File: config.mk
export PLATFORM = sky130hd
export DESIGN_NAME = vcpop_seq
export DESIGN_NICKNAME = d
export VERILOG_FILES = /design/src/rtl/vcpop_seq.sv
export SDC_FILE = /design/constraint.sdc
export NUM_CORES = 1
export LEC_CHECK = 0
export BUFFER_PORTS_ARGS = -buffer_cell sky130_fd_sc_hd__buf_2
export CORE_ASPECT_RATIO = 1.4
export CORE_MARGIN = 4
export CORE_UTILIZATION = 25
export CTS_CLUSTER_DIAMETER = 80
export DETAILED_ROUTE_END_ITERATION = 10
export GPL_ROUTABILITY_DRIVEN = 0
export PLACE_DENSITY = 0.59
export SYNTH_ARGS = -nofsm -noshare
export SYNTH_HDL_FRONTEND = slang
export SYNTH_SLANG_ARGS = --single-unit
File: constraint.sdc
create_clock -name clk -period 7.4 [get_ports clk]
set_clock_uncertainty 0.2 [all_clocks]
set_input_delay 1.48 -clock clk [delete_from_list [all_inputs] [get_ports clk]]
set_output_delay 1.48 -clock clk [all_outputs]
set_load 0.005 [all_outputs]
File: src/rtl/vcpop_seq.sv
// vcpop.m sequencer: reads mask/v0 chunks, masks tail and inactive bits, feeds the
// external popcount pipeline and accumulates the returned per-chunk counts.
module vcpop_seq #(
  parameter int DATA_WIDTH = 64,
  parameter int VLEN       = 512,
  parameter int VL_WIDTH   = 10,
  parameter int CHUNK_AW   = 3,
  parameter int POP_LAT    = 3
) (
  input  logic                  clk,
  input  logic                  rst,
  input  logic                  req_valid,
  output logic                  req_ready,
  input  logic [VL_WIDTH-1:0]   req_vl,
  input  logic                  req_vm,
  output logic                  mrd_en,
  output logic [CHUNK_AW-1:0]   mrd_addr,
  input  logic [DATA_WIDTH-1:0] mrd_data,
  input  logic [DATA_WIDTH-1:0] mrd_v0,
  output logic [DATA_WIDTH-1:0] pop_m0,
  output logic                  pop_valid,
  output logic [DATA_WIDTH-1:0] pop_count,
  input  logic [DATA_WIDTH-1:0] pop_result,
  output logic                  resp_valid,
  output logic [DATA_WIDTH-1:0] resp_data,
  input  logic                  resp_ready
);

  typedef enum logic [1:0] {
    IDLE  = 2'd0,
    READ  = 2'd1,
    DRAIN = 2'd2,
    RESP  = 2'd3
  } state_t;

  localparam int unsigned DW_SH = $clog2(DATA_WIDTH);

  state_t                state;
  logic [VL_WIDTH-1:0]   vl_q, acc, vl_eff, rem;
  logic                  vm_q;
  logic [CHUNK_AW-1:0]   rd_idx, last_idx, rd_chunk;
  logic                  rd_v, pv_q;
  logic [DATA_WIDTH-1:0] m0_q, tail, masked;
  logic [POP_LAT-1:0]    sr;
  logic                  pending;

  assign vl_eff  = (req_vl > VL_WIDTH'(VLEN)) ? VL_WIDTH'(VLEN) : req_vl;
  assign rem     = vl_q - (VL_WIDTH'(rd_chunk) << DW_SH);
  assign pending = rd_v || pv_q || (|sr);

  // Bits at or beyond vl within the returning chunk are forced to zero.
  always_comb begin
    tail = '0;
    for (int unsigned j = 0; j < DATA_WIDTH; j++) begin
      tail[j] = (j < 32'(rem));
    end
  end

  assign masked = mrd_data & tail & (vm_q ? {DATA_WIDTH{1'b1}} : mrd_v0);

  always_ff @(posedge clk) begin
    if (!rst) begin
      state    <= IDLE;
      vl_q     <= '0;
      vm_q     <= 1'b0;
      acc      <= '0;
      rd_idx   <= '0;
      last_idx <= '0;
      rd_chunk <= '0;
      rd_v     <= 1'b0;
      pv_q     <= 1'b0;
      m0_q     <= '0;
      sr       <= '0;
    end else begin
      rd_v     <= (state == READ);
      rd_chunk <= rd_idx;
      pv_q     <= rd_v;
      m0_q     <= rd_v ? masked : '0;
      sr       <= (sr << 1) | POP_LAT'(pv_q);
      if (sr[POP_LAT-1]) acc <= acc + pop_result[VL_WIDTH-1:0];
      case (state)
        IDLE: begin
          if (req_valid) begin
            vl_q     <= vl_eff;
            vm_q     <= req_vm;
            last_idx <= CHUNK_AW'((vl_eff - 1'b1) >> DW_SH);
            rd_idx   <= '0;
            acc      <= '0;
            state    <= (vl_eff == '0) ? RESP : READ;
          end
        end
        READ: begin
          rd_idx <= rd_idx + 1'b1;
          if (rd_idx == last_idx) state <= DRAIN;
        end
        DRAIN: if (!pending) state <= RESP;
        RESP:  if (resp_ready) state <= IDLE;
        default: state <= IDLE;
      endcase
    end
  end

  // Outputs are gated by reset so everything reads zero while rst is low.
  assign req_ready  = rst && (state == IDLE);
  assign mrd_en     = rst && (state == READ);
  assign mrd_addr   = mrd_en ? rd_idx : '0;
  assign pop_valid  = rst && pv_q;
  assign pop_m0     = rst ? m0_q : '0;
  assign pop_count  = '0;
  assign resp_valid = rst && (state == RESP);
  assign resp_data  = resp_valid ? {{(DATA_WIDTH-VL_WIDTH){1'b0}}, acc} : '0;

endmodule

==> impl_results.md <==
* Hold Crit Class: flop to flop
* CP Max Fanout at 55
* Core box area at 23900 um2
* Layout cells sized above 1 at 29.2%
* Layout Nets at 1156
* Pleak at 0.00344 uW
* Max-cap violations at 0
* Critical Path Slowest Stage Cell: buf_2
* Synth warnings at 0
* Synth top area share at 33.4%
* Num Clock Sinks at 101
* P per Cell Area at 212 nW/um2
* Remaining global-route overflow at 0
* Die height at 192 um
* Cell mode on critical path: buf_2
* Number of CTS-inserted buffers at 9
* Initial Util at 25.3%
* I/O pin count at 406
* Antenna violations before repair at 1
* Die area at 26800 um2
* Final hold viol count at 0
* Post-Synthesis Cells at 724
* Top_reg_cell synth: dfxtp_1
* F_max at 214 MHz
* Placed insts at 1229
* RSZ-0062 raised after global routing: false
* Worst skew pair latency at 0.36 ns
* Maximum resistive drop on vdd at 0.108 mV
* Delay of the slowest critical-path stage at 0.62 ns
* Vias per cell at 4.45
* Synth top area cells: dfxtp_1 (33%), buf_4 (15%), and2_1 (8.0%)
* Setup TNS at 0 ns
* Crit path kind: input pin to primary output
* CP delay by family, top: buffers and inverters
* Worst EP arrival at 2.99 ns
* Vias at 5539
* Cell Area, Synth at 6050 um2
* Asr flop ratio synth at 0%
* DRC at 0
* CTS tree: yes
* CP Launch Type: input pin
* # diodes at 0
* CTS max path bufs at 2
* Layout Area Growth over Synthesis at 21.4%
* Routed Antenna Nets at 0
* Vias in the first global route at 5597
* CTS root buffer: clkbuf_16
* DR iter-0 viols at 172
* Pre-Repair DR Iteration Count at 4
* Number of I/O port buffers at 233
* Seq cells post-synth at 101
* WHS at 0.257 ns
* Status: complete, no violations
* Post-DP HPWL at 16.0 mm
* Post_cts resized at 0
* All-Layer GR Usage at 15.0%
* Final Non-Filler Cells at 1245
* Global-route wire length before repair at 31.1 mm
* CP cell instances: buf_2, buf_4, and3_1, buf_2
* Worst Max-Slew Pin Slew at 1.03 ns
* Total Wirelength at 20.8 mm
* Tot Pwr at 1560 uW
* CTS HTree Levels at 3
* Post-synth EDFFs at 0
* Largest net degree at the start of global routing at 66
* Post-CTS setup repair buffer count at 0
* Seq/Total Area, Yosys at 33.4%
* Mean area per synthesized cell at 8.35 um2
* FP Rows at 67
* CTS Hold Bufs at 0
* Largest area contributor in the netlist: dfxtp_1
* Bufs and invs on worst path at 3
* Slew HR at 30.4%
* Element type at the critical path end: primary output
* Setup Viol. Count Final at 0
* Clock-pin slew on the worst setup and hold paths at 0.07 ns
* Yosys cell types at 63
* Worst path required time at 5.72 ns
* Final period util at 63.1%
* Drt wl/cell at 16.7 um
* Max Transition Viols Final at 0
* DIE WIDTH at 139 um
* Min cycle time layout at 4.67 ns
[cells in the mapped netlist, types with 2 or more instances]
cell      number
buf_4        118
dfxtp_1      101
and2_1        77
a21oi_1       48
o21ai_0       45
o211ai_1      42
clkbuf_1      37
nand2_1       36
nor2_1        23
and3_1        18
inv_1         18
ha_1          17
nand3_1       17
a211oi_1      13
a22o_1        11
nor3_1         8
a311oi_1       6
o21a_1         6
a31oi_1        5
nor2b_1        5
o41ai_1        5
or4_1          5
mux2i_1        4
or2_2          4
a21o_1         3
xnor2_1        3
xor2_1         3
a21boi_0       2
a21oi_2        2
buf_1          2
buf_2          2
buf_6          2
fa_1           2
nand2b_1       2
nand3b_1       2
o21bai_1       2
o31ai_1        2
[cells by family after synthesis]
kind of cell / after synthesis / synth area share (%)
buf+inv: 180 / 18.8
compound gates: 207 / 23.2
fa+ha+maj: 19 / 4.18
xor+xnor: 6 / 0.869
mux: 5 / 0.848
other cells: 1 / 0.0620
simple gates: 205 / 18.6
flops: 101 / 33.4
[sequential cells by signal (all words and copies together) (netlist names)]
register,count
acc,10
last_idx,3
m0_q,64
pv_q,1
rd_chunk,3
rd_idx,3
rd_v,1
sr,3
state,2
vl_q,10
vm_q,1
[worst reg2reg max path, delay by kind of cell, from the launching register on]
family / cells / cell delay (ns)
and+or+nand+nor: 2 / 1.04
AOI/OAI and AO/OA: 2 / 1.01
adders and majority gates: 2 / 0.61
DFF: 1 / 0.33
buffers and inverters: 2 / 0.12
[through the flow]
stage / worst slack, ns / cell area, um2 / util, %
CTS: 2.68 / 7340 / 30.7
floorplan: 3.65 / 6490 / -
global placement: 2.66 / 7030 / 29.4
finish: 2.73 / 7340 / 30.7
global route: 2.53 / 7340 / 30.7
detailed placement: 2.68 / 7030 / 29.4
[power by group]
group          total, uW  internal [uW]  switching, uW
logic                448            135            313
registers            610            578           32.1
clock network        499            268            231
total               1560            981            576
[final timing paths]
kind                             start                  to  cells past startpoint  slack (ns)
hold / removal        sr[1]$_SDFF_PN0_    sr[2]$_SDFF_PN0_                      1        0.26
setup reg to reg  vl_q[6]$_SDFFE_PN0P_  m0_q[6]$_SDFF_PN0_                      8        3.93
hold reg to reg       sr[1]$_SDFF_PN0_    sr[2]$_SDFF_PN0_                      1        0.26
setup / recovery                   rst         mrd_addr[1]                      4        2.73
[placed cells by master (no fill, tap or decap), types with 3 or more instances in the layout]
| master | instances |
|---|---|
| nor2_1 | 22 |
| clkbuf_16 | 9 |
| inv_1 | 18 |
| a21o_1 | 3 |
| a211oi_1 | 13 |
| a31oi_1 | 5 |
| dfxtp_1 | 100 |
| or4_1 | 5 |
| a311oi_1 | 6 |
| and3_1 | 18 |
| mux2i_1 | 4 |
| conb_1 | 118 |
| nor3_1 | 8 |
| or2_2 | 4 |
| and2_1 | 77 |
| a22o_1 | 11 |
| o211ai_1 | 42 |
| buf_2 | 233 |
| xor2_1 | 3 |
| nor2b_1 | 5 |
| a21oi_1 | 48 |
| o41ai_1 | 4 |
| ha_1 | 17 |
| buf_4 | 6 |
| o21a_1 | 6 |
| o21ai_0 | 45 |
| nand3_1 | 17 |
| xnor2_1 | 3 |
| nand2_1 | 36 |
[cell type report]
| class | count | area (um2) |
|---|---|---|
| Fill cell | 2576 | 16600 |
| Multi-Input combinational cell | 560 | 3340 |
| Sequential cell | 101 | 2020 |
| Timing Repair Buffer | 239 | 1210 |
| Tap cell | 310 | 388 |
| Clock buffer | 9 | 225 |
| Clock inverter | 7 | 81.3 |
| Inverter | 19 | 71.3 |
[layer usage]
metal  vias to the layer above  part of all wire (%)  GRT usage, %
li1                       2718                     -             -
met1                      2531                    37          16.5
met2                       266                    54          29.1
met3                        22                   7.2          3.16
met4                         2                   1.6          4.10
met5                         -                 0.062             0
No activity file was read; power rests on OpenSTA's default activity.
